`src/rtl/debounce_sync.sv`:
```
// Input conditioner: brings a bouncy asynchronous input into the clk_i domain,
// accepts a new level only after DEBOUNCE_CYCLES consecutive agreeing samples.
module debounce_sync #(
  parameter int unsigned SYNC_STAGES     = 2,
  parameter int unsigned DEBOUNCE_CYCLES = 16,
  parameter logic        RESET_LEVEL     = 1'b0
) (
  input  logic clk_i,
  input  logic rst_i,
  input  logic noisy_i,
  input  logic en_i,
  output logic level_o,
  output logic rise_o,
  output logic fall_o,
  output logic pending_o
);

  localparam int unsigned CNT_W = $clog2(DEBOUNCE_CYCLES + 1);
  localparam logic [CNT_W-1:0] CNT_LAST = CNT_W'(DEBOUNCE_CYCLES - 1);

  typedef enum logic [1:0] {
    ST_LOW      = 2'd0,
    ST_LOW2HIGH = 2'd1,
    ST_HIGH     = 2'd2,
    ST_HIGH2LOW = 2'd3
  } state_e;

  localparam state_e ST_RESET = RESET_LEVEL ? ST_HIGH : ST_LOW;

  if (SYNC_STAGES < 2) begin : g_bad_sync
    $error("debounce_sync: SYNC_STAGES must be at least 2");
  end
  if (DEBOUNCE_CYCLES < 1) begin : g_bad_deb
    $error("debounce_sync: DEBOUNCE_CYCLES must be at least 1");
  end

  logic [SYNC_STAGES-1:0] sync_q;
  logic                   sync_s;
  state_e                 state_q, state_d;
  logic [CNT_W-1:0]       cnt_q, cnt_d;
  logic                   level_d, rise_d, fall_d, pending_d;

  // Synchroniser chain; keeps running even while the filter is disabled.
  always_ff @(posedge clk_i or posedge rst_i) begin
    if (rst_i) begin
      sync_q <= {SYNC_STAGES{RESET_LEVEL}};
    end else begin
      sync_q <= {sync_q[SYNC_STAGES-2:0], noisy_i};
    end
  end

  assign sync_s = sync_q[SYNC_STAGES-1];

  always_ff @(posedge clk_i or posedge rst_i) begin
    if (rst_i) begin
      state_q <= ST_RESET;
      cnt_q   <= '0;
    end else begin
      state_q <= state_d;
      cnt_q   <= cnt_d;
    end
  end

  // Qualification: any disagreeing sample or disable restarts from zero.
  always_comb begin
    state_d = state_q;
    cnt_d   = cnt_q;
    case (state_q)
      ST_LOW: begin
        if (en_i && sync_s) begin
          if (DEBOUNCE_CYCLES == 1) begin
            state_d = ST_HIGH;
          end else begin
            state_d = ST_LOW2HIGH;
            cnt_d   = CNT_W'(1);
          end
        end
      end
      ST_LOW2HIGH: begin
        if (!en_i || !sync_s) begin
          state_d = ST_LOW;
          cnt_d   = '0;
        end else if (cnt_q == CNT_LAST) begin
          state_d = ST_HIGH;
          cnt_d   = '0;
        end else begin
          cnt_d = cnt_q + CNT_W'(1);
        end
      end
      ST_HIGH: begin
        if (en_i && !sync_s) begin
          if (DEBOUNCE_CYCLES == 1) begin
            state_d = ST_LOW;
          end else begin
            state_d = ST_HIGH2LOW;
            cnt_d   = CNT_W'(1);
          end
        end
      end
      ST_HIGH2LOW: begin
        if (!en_i || sync_s) begin
          state_d = ST_HIGH;
          cnt_d   = '0;
        end else if (cnt_q == CNT_LAST) begin
          state_d = ST_LOW;
          cnt_d   = '0;
        end else begin
          cnt_d = cnt_q + CNT_W'(1);
        end
      end
      default: begin
        state_d = ST_RESET;
        cnt_d   = '0;
      end
    endcase
  end

  // Output decode of the next state; edge pulses compare against the held level.
  always_comb begin
    level_d   = (state_d == ST_HIGH) || (state_d == ST_HIGH2LOW);
    pending_d = (state_d == ST_LOW2HIGH) || (state_d == ST_HIGH2LOW);
    rise_d    = level_d && !level_o;
    fall_d    = !level_d && level_o;
  end

  always_ff @(posedge clk_i or posedge rst_i) begin
    if (rst_i) begin
      level_o   <= RESET_LEVEL;
      rise_o    <= 1'b0;
      fall_o    <= 1'b0;
      pending_o <= 1'b0;
    end else begin
      level_o   <= level_d;
      rise_o    <= rise_d;
      fall_o    <= fall_d;
      pending_o <= pending_d;
    end
  end

endmodule

```
`config.mk`:
```
export PLATFORM = sky130hd
export DESIGN_NAME = debounce_sync
export DESIGN_NICKNAME = d
export VERILOG_FILES = /design/src/rtl/debounce_sync.sv
export SDC_FILE = /design/constraint.sdc
export NUM_CORES = 1
export LEC_CHECK = 0
export ABC_CLOCK_PERIOD_IN_PS = 2450
export CORE_AREA = 2 2 39 41
export CTS_CLUSTER_SIZE = 12
export DETAILED_ROUTE_END_ITERATION = 12
export DIE_AREA = 0 0 41 43
export DONT_BUFFER_PORTS = 1
export SYNTH_ARGS = -nofsm -noshare
export SYNTH_HDL_FRONTEND = slang
export SYNTH_SLANG_ARGS = --single-unit
```
`constraint.sdc`:
```
create_clock -name clk_i -period 2.45 [get_ports clk_i]
set_input_delay 0.6125 -clock clk_i [delete_from_list [all_inputs] [get_ports clk_i]]
set_output_delay 0.6125 -clock clk_i [all_outputs]
set_load 0.02 [all_outputs]
```
==> impl_metrics.toml <==
[routing]
drtIter0Drc = 6
viasPerCell = 5.097
vias = 316
ant_nets = 0
wl_per_cell_um = 12.34
drc = 0
first_pass_iters = 2
wl_um = 765

[power]
pwr-share-clk_pct = 40.4
ir_worst_vdd_uv = 289.6
p_switching_mw = 0.08722
switching_share_pct = 22.33
power.density_nw_per_um2 = 701.6
intPower_mw = 0.3034
combPwrFrac_pct = 5.1
leakage_nw = 0.2931
seqPwrFrac_pct = 54.5

[clock_network]
cts_tree = "built"
hold_buffers = 0
postCtsSetupBuffers = 0
cts_made_buffers = 3
cts_num_sinks = 12
cts.repair.resized = 0
cts_buffer_depth = 2
clk_pin_slew_ns = 0.08
h-tree-depth = 1
clock_latency_ns = 0.27
ctsRootBufferMaster = "clkbuf_4"

[floorplanning]
num_rows = 14
dieWidth_um = 41
die_h_um = 43
core_area_um2 = 1384
die_area_um2 = 1763
io_pins = 8
initial_core_util_pct = 36.17

[critical_path]
end_kind = "register"
max_stage_delay_ns = 0.39
worst-path-buf-inv = 0
worst-path-max-fanout = 5
startpoint_type = "register"
worstReg2RegStart = "cnt_q[0]$_DFFE_PP0P_"
cp_slowest_cell = "dfrtp_1"
reg2reg_depth = 5
r2r_setup_slack_ns = 0.91
worstSetupPathType = "register to register"
worstPathCellList = "ha_1, and4b_4, and3_4, mux2i_2, and2_1"
crit_arrival_ns = 1.76
required_ns = 2.67
reg2reg_to = "fall_o$_DFF_PP0_"
path_delay_family = "simple AND/OR/NAND/NOR gates"

[sta]
setup_tns_ns = 0
worst_clock_skew_ns = 0.001229
fmax_mhz = 647.6
rsz0062_at_grt = "no"
hold_viol = 0
slew_headroom_pct = 70.38
setup_violations = 0
finalCritPeriodShare_pct = 63.02
period_minus_slack_ns = 1.544
drv_slew = 0
worst_hold_slack_ns = 0.2194
worst_pin_slew_ns = 0.4438

[layout]
regArea_um2 = 300.3
nNetsFinal = 52
utilization_pct = 40.24
syn2layout_area_growth_pct = 11.25
fillers = 129
diodes = 0
multi_input_area_um2 = 188.9
final_cell_count_no_fill = 62
drive_gt1_share_pct = 15.22

[placement]
io_buffers = 0
gp_congestion = 0.8031
dp_hpwl_um = 525.6
dp.cells = 58

[logic_synthesis]
ys_seq_area_share_pct = 60.00
synth_edf_count = 0
syn_inst = 42
async_flop_share_pct = 100.0
synth_warnings = 0
avgSynthCellArea_um2 = 11.92
syn_nets = 47
yosys_register_bits = 12
yosysUniqueCellTypes = 21
syn_area_um2 = 500.5
synth-main-ff-cell = "dfrtp_1"

[global_route]
antenna_found_initial = 0
grt_pass1_vias = 321
grt_max_degree = 13
overflow = 0
grt_pass1_wl_um = 1366
grt.total_usage_pct = 12.24

[status]
outcome = "finished clean"

[hold_path]
hold_path_class = "input pin to asynchronous set/reset pin"

[run]
maxCapViolations = 0
-- worst max-delay path by stage --
stage / start / end / slack, ns / cells past startpoint
2_1_floorplan: cnt_q[0]$_DFFE_PP0P_ / fall_o$_DFF_PP0_ / 1.01 / 5
3_3_place_gp: cnt_q[0]$_DFFE_PP0P_ / fall_o$_DFF_PP0_ / 0.92 / 5
3_5_place_dp: cnt_q[0]$_DFFE_PP0P_ / fall_o$_DFF_PP0_ / 0.91 / 5
4_1_cts: cnt_q[0]$_DFFE_PP0P_ / fall_o$_DFF_PP0_ / 0.90 / 5
5_1_grt: cnt_q[0]$_DFFE_PP0P_ / fall_o$_DFF_PP0_ / 0.80 / 5
6_report: cnt_q[0]$_DFFE_PP0P_ / fall_o$_DFF_PP0_ / 0.91 / 5
-- synth_stat cells, drive strengths merged, types with 2 or more instances --
library cell	n	share of area (%)
and3	2	3.5
nand2	2	1.5
dfrtp	12	60
nor2	4	3.0
nand3	2	2.0
a21oi	3	3.0
o21a	2	3.0
inv	3	2.2
-- power groups by stage --
stage	Combinational [mW]	Clock (mW)	Sequential, mW
final	0.0198	0.158	0.213
after detailed placement	0.0200	0	0.217
after global routing	0.0239	0.173	0.214
after floorplan	0.0164	0	0.216
after global placement	0.0205	0	0.217
after CTS	0.0203	0.164	0.213
-- cells by family after synthesis --
logic type	synth area share, %
buffers and inverters	2.250
DFF	60.00
and+or+nand+nor	17.25
AOI/OAI and AO/OA	13.50
adders and majority gates	2.500
xor gates and xnor gates	1.750
muxes	2.749
-- cells in the final DEF, fill, tap and decap left out --
| cell | synthesis | layout |
|---|---|---|
| a21o_1 | 1 | 1 |
| a21oi_1 | 3 | 3 |
| a22o_1 | 1 | 1 |
| a22oi_1 | 1 | 1 |
| a31oi_1 | 1 | 1 |
| and2_1 | 1 | 1 |
| and3_1 | 1 | 1 |
| and3_4 | 1 | 1 |
| and4b_4 | 1 | 1 |
| clkbuf_4 | 0 | 3 |
| clkbuf_8 | 0 | 1 |
| dfrtp_1 | 12 | 12 |
| ha_1 | 1 | 1 |
| inv_1 | 3 | 3 |
| mux2i_2 | 1 | 1 |
| nand2_1 | 2 | 2 |
| nand3_1 | 2 | 2 |
| nand4b_1 | 1 | 1 |
| nor2_1 | 4 | 4 |
| nor3b_1 | 1 | 1 |
| o21a_1 | 2 | 2 |
| o21bai_1 | 1 | 1 |
| xor2_1 | 1 | 1 |
-- layer usage --
metal | track usage [%] | vias up | share of wire [%]
li1 | - | 156 | -
met4 | 10.00 | 0 | 4.3
met5 | 0 | - | 0
met2 | 14.37 | 10 | 41
met3 | 5.759 | 4 | 7.7
met1 | 16.27 | 146 | 47
-- metrics by stage --
step | setup slack (ns) | total power, mW | area (µm²)
after floorplan | 1.009 | 0.2321 | 500.5
after global placement | 0.9186 | 0.2372 | 520.5
after detailed placement | 0.9145 | 0.2369 | 520.5
after CTS | 0.8998 | 0.3978 | 556.8
after global routing | 0.8010 | 0.4116 | 556.8
final | 0.9060 | 0.3906 | 556.8
-- sequential cells by signal (all words and copies together) (netlist names) --
register and flops:
state_q 1, sync_q 2, pending_o 1, cnt_q 5, fall_o 1, level_o 1
rise_o 1
-- cell type report --
cell class                      count  area share (%)
Clock buffer                        4           6.517
Multi-Input combinational cell     27           33.93
Sequential cell                    12           53.93
Inverter                            3           2.022
Tap cell                           16           3.596
No activity file was read; power rests on OpenSTA's default activity.
